## src/rtl/n64_poll_sequencer.sv

```systemverilog
// Probe/poll sequencer for one N64 controller port: issues INFO once, then POLL
// periodically through the serial command writer, and decodes the reply from the data line.
module n64_poll_sequencer #(
  parameter int          POLL_PERIOD    = 100000,
  parameter int          SAMPLE_OFFSET  = 200,
  parameter int          RX_TIMEOUT     = 2000,
  parameter int          TX_START_LIMIT = 4,
  parameter logic [15:0] DEVICE_ID      = 16'h0500
) (
  input  logic        clk,
  input  logic        reset,
  input  logic        enable,
  input  logic        data_in,
  input  logic        wr_busy,
  output logic [7:0]  wr_command_byte,
  output logic        wr_en,
  output logic [31:0] buttons,
  output logic        buttons_valid,
  output logic        present,
  output logic        error
);

  // Writer handshake: wr_en is a one-cycle request with wr_command_byte stable;
  // the writer accepts by raising wr_busy and completes by dropping it.

  localparam int PW = $clog2(POLL_PERIOD + 1);
  localparam int EW = $clog2(SAMPLE_OFFSET + 1) + 1;
  localparam int TW = $clog2(RX_TIMEOUT + 1);
  localparam int XW = $clog2(TX_START_LIMIT + 1);

  localparam logic [PW-1:0] PERIOD_LAST  = PW'(POLL_PERIOD - 1);
  localparam logic [EW-1:0] SAMPLE_AT    = EW'(SAMPLE_OFFSET);
  localparam logic [TW-1:0] TIMEOUT_LAST = TW'(RX_TIMEOUT - 1);
  localparam logic [XW-1:0] TX_LAST      = XW'(TX_START_LIMIT - 1);
  localparam logic [7:0]    CMD_INFO     = 8'h00;
  localparam logic [7:0]    CMD_POLL     = 8'h01;

  typedef enum logic [2:0] {
    S_IDLE, S_WAIT_PERIOD, S_SEND, S_TX_START, S_TX_DONE, S_RX, S_EVAL
  } state_t;

  typedef enum logic {MODE_INFO, MODE_POLL} mode_t;

  state_t        state_q, state_d;
  mode_t         mode_q, mode_d;
  logic [7:0]    cmd_q, cmd_d;
  logic          sync1_q, sync2_q, prev_q;
  logic          fall;
  logic [EW-1:0] ec_q, ec_d;
  logic          armed_q, armed_d;
  logic [TW-1:0] to_q, to_d;
  logic [PW-1:0] pc_q, pc_d;
  logic [XW-1:0] tx_q, tx_d;
  logic [5:0]    bit_q, bit_d;
  logic [31:0]   shift_q, shift_d;
  logic [31:0]   buttons_q, buttons_d;
  logic          bvalid_q, bvalid_d;
  logic          present_q, present_d;
  logic          error_q, error_d;
  logic [7:0]    mode_cmd;
  logic [5:0]    last_bit;
  logic          sample;

  // Idle line is high, so the synchronizer resets to 1 to avoid a false edge.
  always_ff @(posedge clk) begin
    if (reset) begin
      sync1_q <= 1'b1;
      sync2_q <= 1'b1;
      prev_q  <= 1'b1;
    end else begin
      sync1_q <= data_in;
      sync2_q <= sync1_q;
      prev_q  <= sync2_q;
    end
  end

  assign fall = prev_q & ~sync2_q;

  always_ff @(posedge clk) begin
    if (reset) begin
      state_q   <= S_IDLE;
      mode_q    <= MODE_INFO;
      cmd_q     <= 8'h00;
      ec_q      <= '0;
      armed_q   <= 1'b0;
      to_q      <= '0;
      pc_q      <= '0;
      tx_q      <= '0;
      bit_q     <= '0;
      shift_q   <= '0;
      buttons_q <= '0;
      bvalid_q  <= 1'b0;
      present_q <= 1'b0;
      error_q   <= 1'b0;
    end else begin
      state_q   <= state_d;
      mode_q    <= mode_d;
      cmd_q     <= cmd_d;
      ec_q      <= ec_d;
      armed_q   <= armed_d;
      to_q      <= to_d;
      pc_q      <= pc_d;
      tx_q      <= tx_d;
      bit_q     <= bit_d;
      shift_q   <= shift_d;
      buttons_q <= buttons_d;
      bvalid_q  <= bvalid_d;
      present_q <= present_d;
      error_q   <= error_d;
    end
  end

  always_comb begin
    state_d   = state_q;
    mode_d    = mode_q;
    cmd_d     = cmd_q;
    ec_d      = ec_q;
    armed_d   = armed_q;
    to_d      = to_q;
    pc_d      = pc_q;
    tx_d      = tx_q;
    bit_d     = bit_q;
    shift_d   = shift_q;
    buttons_d = buttons_q;
    present_d = present_q;
    bvalid_d  = 1'b0;
    error_d   = 1'b0;
    sample    = 1'b0;
    mode_cmd  = (mode_q == MODE_POLL) ? CMD_POLL : CMD_INFO;
    last_bit  = (mode_q == MODE_POLL) ? 6'd31 : 6'd23;

    case (state_q)
      S_IDLE: begin
        if (enable && !wr_busy) begin
          state_d = S_SEND;
          cmd_d   = mode_cmd;
        end
      end
      S_WAIT_PERIOD: begin
        if (!enable) begin
          state_d = S_IDLE;
        end else if (pc_q == PERIOD_LAST) begin
          state_d = S_SEND;
          cmd_d   = mode_cmd;
        end else begin
          pc_d = pc_q + 1'b1;
        end
      end
      S_SEND: begin
        // The wr_en cycle counts as the first of the allowed start cycles.
        state_d = S_TX_START;
        tx_d    = XW'(1);
      end
      S_TX_START: begin
        if (wr_busy) begin
          state_d = S_TX_DONE;
        end else if (tx_q == TX_LAST) begin
          error_d   = 1'b1;
          present_d = 1'b0;
          mode_d    = MODE_INFO;
          state_d   = S_WAIT_PERIOD;
        end else begin
          tx_d = tx_q + 1'b1;
        end
      end
      S_TX_DONE: begin
        if (!wr_busy) begin
          state_d = S_RX;
          bit_d   = '0;
          shift_d = '0;
          to_d    = '0;
          ec_d    = '0;
          armed_d = 1'b0;
        end
      end
      S_RX: begin
        // A new falling edge always re-arms the sample point, dropping any pending bit.
        if (fall) begin
          to_d    = '0;
          ec_d    = EW'(1);
          armed_d = 1'b1;
        end else begin
          to_d = to_q + 1'b1;
          if (armed_q) begin
            if (ec_q == SAMPLE_AT) begin
              sample  = 1'b1;
              armed_d = 1'b0;
            end else begin
              ec_d = ec_q + 1'b1;
            end
          end
        end
        if (sample) begin
          shift_d = {shift_q[30:0], sync2_q};
          bit_d   = bit_q + 1'b1;
        end
        if (sample && (bit_q == last_bit)) begin
          state_d = S_EVAL;
        end else if (!fall && (to_q == TIMEOUT_LAST)) begin
          error_d   = 1'b1;
          present_d = 1'b0;
          buttons_d = '0;
          mode_d    = MODE_INFO;
          state_d   = S_WAIT_PERIOD;
        end
      end
      S_EVAL: begin
        if (mode_q == MODE_INFO) begin
          if (shift_q[23:8] == DEVICE_ID) begin
            present_d = 1'b1;
            mode_d    = MODE_POLL;
          end else begin
            error_d   = 1'b1;
            present_d = 1'b0;
          end
        end else begin
          buttons_d = shift_q;
          bvalid_d  = 1'b1;
        end
        state_d = S_WAIT_PERIOD;
      end
      default: state_d = S_IDLE;
    endcase

    if (state_q != S_WAIT_PERIOD) pc_d = '0;
  end

  assign wr_en           = (state_q == S_SEND);
  assign wr_command_byte = cmd_q;
  assign buttons         = buttons_q;
  assign buttons_valid   = bvalid_q;
  assign present         = present_q;
  assign error           = error_q;

endmodule
```

## config.mk

```make
export PLATFORM = sky130hd
export DESIGN_NAME = n64_poll_sequencer
export DESIGN_NICKNAME = d
export VERILOG_FILES = /design/src/rtl/n64_poll_sequencer.sv
export SDC_FILE = /design/constraint.sdc
export NUM_CORES = 1
export LEC_CHECK = 0
export CAP_MARGIN = 20
export CORE_ASPECT_RATIO = 0.75
export CORE_MARGIN = 1
export CORE_UTILIZATION = 51
export DETAILED_ROUTE_END_ITERATION = 12
export GPL_TIMING_DRIVEN = 1
export HOLD_SLACK_MARGIN = 0.08
export PLACE_DENSITY = 0.72
export SKIP_LAST_GASP = 1
export SLEW_MARGIN = 20
export SYNTH_ARGS = -nofsm -noshare
export SYNTH_HDL_FRONTEND = slang
export SYNTH_SLANG_ARGS = --single-unit
```

## constraint.sdc

```tcl
create_clock -name clk -period 2.63 [get_ports clk]
set_input_delay 0.526 -clock clk [delete_from_list [all_inputs] [get_ports clk]]
set_output_delay 0.526 -clock clk [all_outputs]
set_load 0.02 [all_outputs]
```

==> results.md <==
### Clocking
- 0.05 ns — clock transition at the register clock pins on the worst setup and hold paths after CTS
- 2 — CTS max path bufs
- 0 — Hold-fix buffers, CTS
- 122 — total number of clock tree sinks
- sky130_fd_sc_hd__clkbuf_16 — Root Buffer
- yes — CTS tree
- 17 — clock buffer count from CTS
- 0 — Post-CTS Setup Repair Bufs
- 4 — H-tree depth
- 0.42 ns — Clk Latency, worst-skew pair

### Route
- 447 — violation count after the first detailed-route iteration
- 12600 um — post-detailed-routing wire length
- 0 — drc violations
- 14.9 um — Routed wire per std cell
- 9 — first drt pass iteration count
- 0 — remaining antenna violation count after routing
- 5.72 — average via count per standard cell
- 4849 — detailed-route via count

### Global routing
- 20900 um — wire length of the first global-routing pass
- 23.6% — gr usage total
- 4439 — via count of the first global-routing pass
- 0 — global-route congestion overflow total
- 0 — initial antenna violation count
- 70 — largest net degree at the start of global routing

### STA
- 0 — number of setup violations in the final report
- 2.53 ns — final critical path time including I/O delays and setup
- 0 — final count of pins violating max slew
- 0.408 ns — worst hold slack
- 96.1% — Period Utilization, post-route
- 0.617 ns — slew at the pin closest to its max-slew limit
- false — unrepaired setup endpoints after global routing
- 0 — hold violation count in the final report
- 58.9% — Max-Slew Margin vs Limit
- 0.396 GHz — Fmax
- 0.00874 ns — final clock skew
- 0 ns — TNS Setup

### Finish
- 21.5% — area growth from synthesis to layout
- 10.7% — share of final-layout standard cells stronger than drive strength 1
- 0 — diode insertion count for antenna repair
- 847 — Layout Cells excl Fill
- 710 — final layout net count

### Placement
- 0.844 — routability-driven placement congestion ratio
- 8140 um — sum of net half-perimeters after detailed placement
- 41 — number of input and output port buffers inserted
- 815 — total placed cells including tap cells

### Worst setup path
- primary output — Setup crit end kind
- 15 — CP Max Fanout
- sky130_fd_sc_hd__clkdlybuf4s50_1 — slowest library cell on the worst path
- state_q[0] — worst setup path startpoint
- 2.10 ns — Req. time, crit path
- 2.00 ns — Arrival @ worst endpoint
- 1 — worst path buffer plus inverter count
- sky130_fd_sc_hd__nor2b_2 — cell mode on critical path
- nor2b_2 > nor2b_2 > clkdlybuf4s50_1 — cell breakdown of the critical path
- 0.64 ns — delay contributed by the slowest stage of the critical path
- buffers and inverters — kind of cell adding the most delay to the critical path
- register to primary output — class of the most critical setup path
- state_q[0] — FF-to-FF Start
- register — startpoint type of the worst setup path

### Synth
- sky130_fd_sc_hd__dfxtp_1 (122), sky130_fd_sc_hd__nand2_1 (87), sky130_fd_sc_hd__a21oi_1 (54) — commonest cells in the synthesized netlist
- 8.55 um^2 — Mean Syn Cell Area
- sky130_fd_sc_hd__dfxtp_1 — area leader, netlist
- 656 — instance count of the mapped netlist
- 43.6% — fraction of post-synthesis cell area in the top cell type by area
- sky130_fd_sc_hd__dfxtp_1 (44%), sky130_fd_sc_hd__mux2i_1 (6.6%), sky130_fd_sc_hd__nand2_1 (5.8%) — cell types occupying the most area after synthesis
- 5610 um^2 — total standard cell area after synthesis
- 122 — total of flip-flops plus latches after synthesis
- 43.6% — share of synthesized area occupied by flip-flops and latches
- 0 — EDFF count, synth
- 58 — count of different cell masters after synthesis
- 0 — Yosys warning total
- 0% — Async S/R FF share, synth
- sky130_fd_sc_hd__dfxtp_1 — Primary FF master, synth
- sky130_fd_sc_hd__dfxtp_1 — most frequently used cell type in the post-synthesis netlist

### Floorplan
- 10500 um^2 — Core Box Area
- 11400 um^2 — Die ar.
- 53.4% — effective utilization at floorplan
- 92.8 um — Die Ht
- 49 — I/O pins
- 123 um — Chip Width
- 32 — Placement Rows

### Job
- 0 — max-cap violation count

### Power and ir drop
- 765 nW/um^2 — power density cells
- 0.426 mV — Max VDD drop
- 5.21 mW — final total power
- 2.47 nW — Static Leakage

### Hold path
- register to register — kind of path behind the tightest hold check
- sync1_q — origin of the worst min-delay path

### Status
- completed — run status

timing repair:
item                       in CTS  in global routing
cloned                          0                  0
gates resized for setup         1                  1
setup endpoints to repair       1                  1
cell usage in the layout (no fill, tap or decap), types with 5 or more instances in the layout:
| cell type | instances |
|---|---|
| sky130_fd_sc_hd__nand2_1 | 87 |
| sky130_fd_sc_hd__a311oi_1 | 7 |
| sky130_fd_sc_hd__dfxtp_1 | 122 |
| sky130_fd_sc_hd__conb_1 | 7 |
| sky130_fd_sc_hd__nand3_1 | 47 |
| sky130_fd_sc_hd__mux2i_1 | 37 |
| sky130_fd_sc_hd__o21ai_0 | 14 |
| sky130_fd_sc_hd__ha_1 | 7 |
| sky130_fd_sc_hd__buf_4 | 22 |
| sky130_fd_sc_hd__nor3_1 | 15 |
| sky130_fd_sc_hd__nand4_1 | 9 |
| sky130_fd_sc_hd__a21oi_1 | 54 |
| sky130_fd_sc_hd__nor2_1 | 48 |
| sky130_fd_sc_hd__or2_2 | 5 |
| sky130_fd_sc_hd__nor4_1 | 11 |
| sky130_fd_sc_hd__inv_1 | 7 |
| sky130_fd_sc_hd__clkdlybuf4s50_1 | 40 |
| sky130_fd_sc_hd__xnor2_1 | 18 |
| sky130_fd_sc_hd__nand2b_1 | 38 |
| sky130_fd_sc_hd__clkbuf_16 | 17 |
| sky130_fd_sc_hd__or3_1 | 8 |
| sky130_fd_sc_hd__a211oi_1 | 5 |
power by group:
part | switching, mW | internal (mW) | total (mW)
logic | 0.461 | 0.304 | 0.765
registers | 0.0781 | 1.89 | 1.97
clock network | 0.847 | 1.63 | 2.48
per-stage QoR:
stage | cell area (um^2) | util [%] | setup slack (ns)
2_1_floorplan | 5630 | - | 0.619
3_5_place_dp | 6180 | 58.9 | 0.128
4_1_cts | 6810 | 64.9 | 0.0251
3_3_place_gp | 6180 | 58.9 | 0.230
5_1_grt | 6810 | 64.9 | 0.0296
6_report | 6810 | 64.9 | 0.102
state kept, by name, summed over array words and instances (netlist names):
| register | cells |
|---|---|
| pc_q | 17 |
| buttons_valid | 1 |
| tx_q | 3 |
| wr_command_byte | 1 |
| present | 1 |
| bit_q | 6 |
| state_q | 3 |
| sync1_q | 1 |
| shift_q | 32 |
| sync2_q | 1 |
| armed_q | 1 |
| ec_q | 9 |
| mode_q | 1 |
| buttons | 32 |
| prev_q | 1 |
| error | 1 |
| to_q | 11 |
kinds of logic after synthesis:
kind of cell | count (synthesis) | synth area share [%]
adder cells (fa/ha/maj) | 7 | 1.56
AO/OA/AOI/OAI | 98 | 10.4
flip-flops | 122 | 43.6
buffers and inverters | 55 | 4.91
other | 1 | 0.0669
XOR/XNOR | 21 | 3.28
multiplexers | 39 | 7.01
AND/OR/NAND/NOR | 313 | 29.2
cell type report:
cell class	instances	area [um^2]
clock buffer	20	457
clock inverter	12	171
fill	864	3680
inverter	7	26.3
multi-input combinational	485	2930
sequential	122	2440
tap	136	170
timing repair buffer	65	611
layer usage:
| layer | vias to the layer above | global-route usage, % | share of wire, % |
|---|---|---|---|
| li1 | 2380 | - | - |
| met1 | 2328 | 30.7 | 47 |
| met2 | 124 | 37.3 | 47 |
| met3 | 17 | 6.40 | 4.6 |
| met4 | 0 | 8.53 | 1.3 |
| met5 | - | 0 | 0 |
worst paths after layout:
check	end	slack (ns)	cells past startpoint
worst max-delay path	wr_en	0.10	3
worst min-delay path	sync2_q	0.41	1
worst max register to register	bit_q[4]	0.25	5
worst min register to register	sync2_q	0.41	1
worst reg2reg max path, cell delays in order, from the launching register on:
cell and delay, ns:
sky130_fd_sc_hd__dfxtp_1 0.64, sky130_fd_sc_hd__nand3b_1 0.36, sky130_fd_sc_hd__nor2_1 0.45, sky130_fd_sc_hd__a31oi_2 0.29
sky130_fd_sc_hd__or3_1 0.42, sky130_fd_sc_hd__a21oi_1 0.16
(Power assumes the default switching activity.)
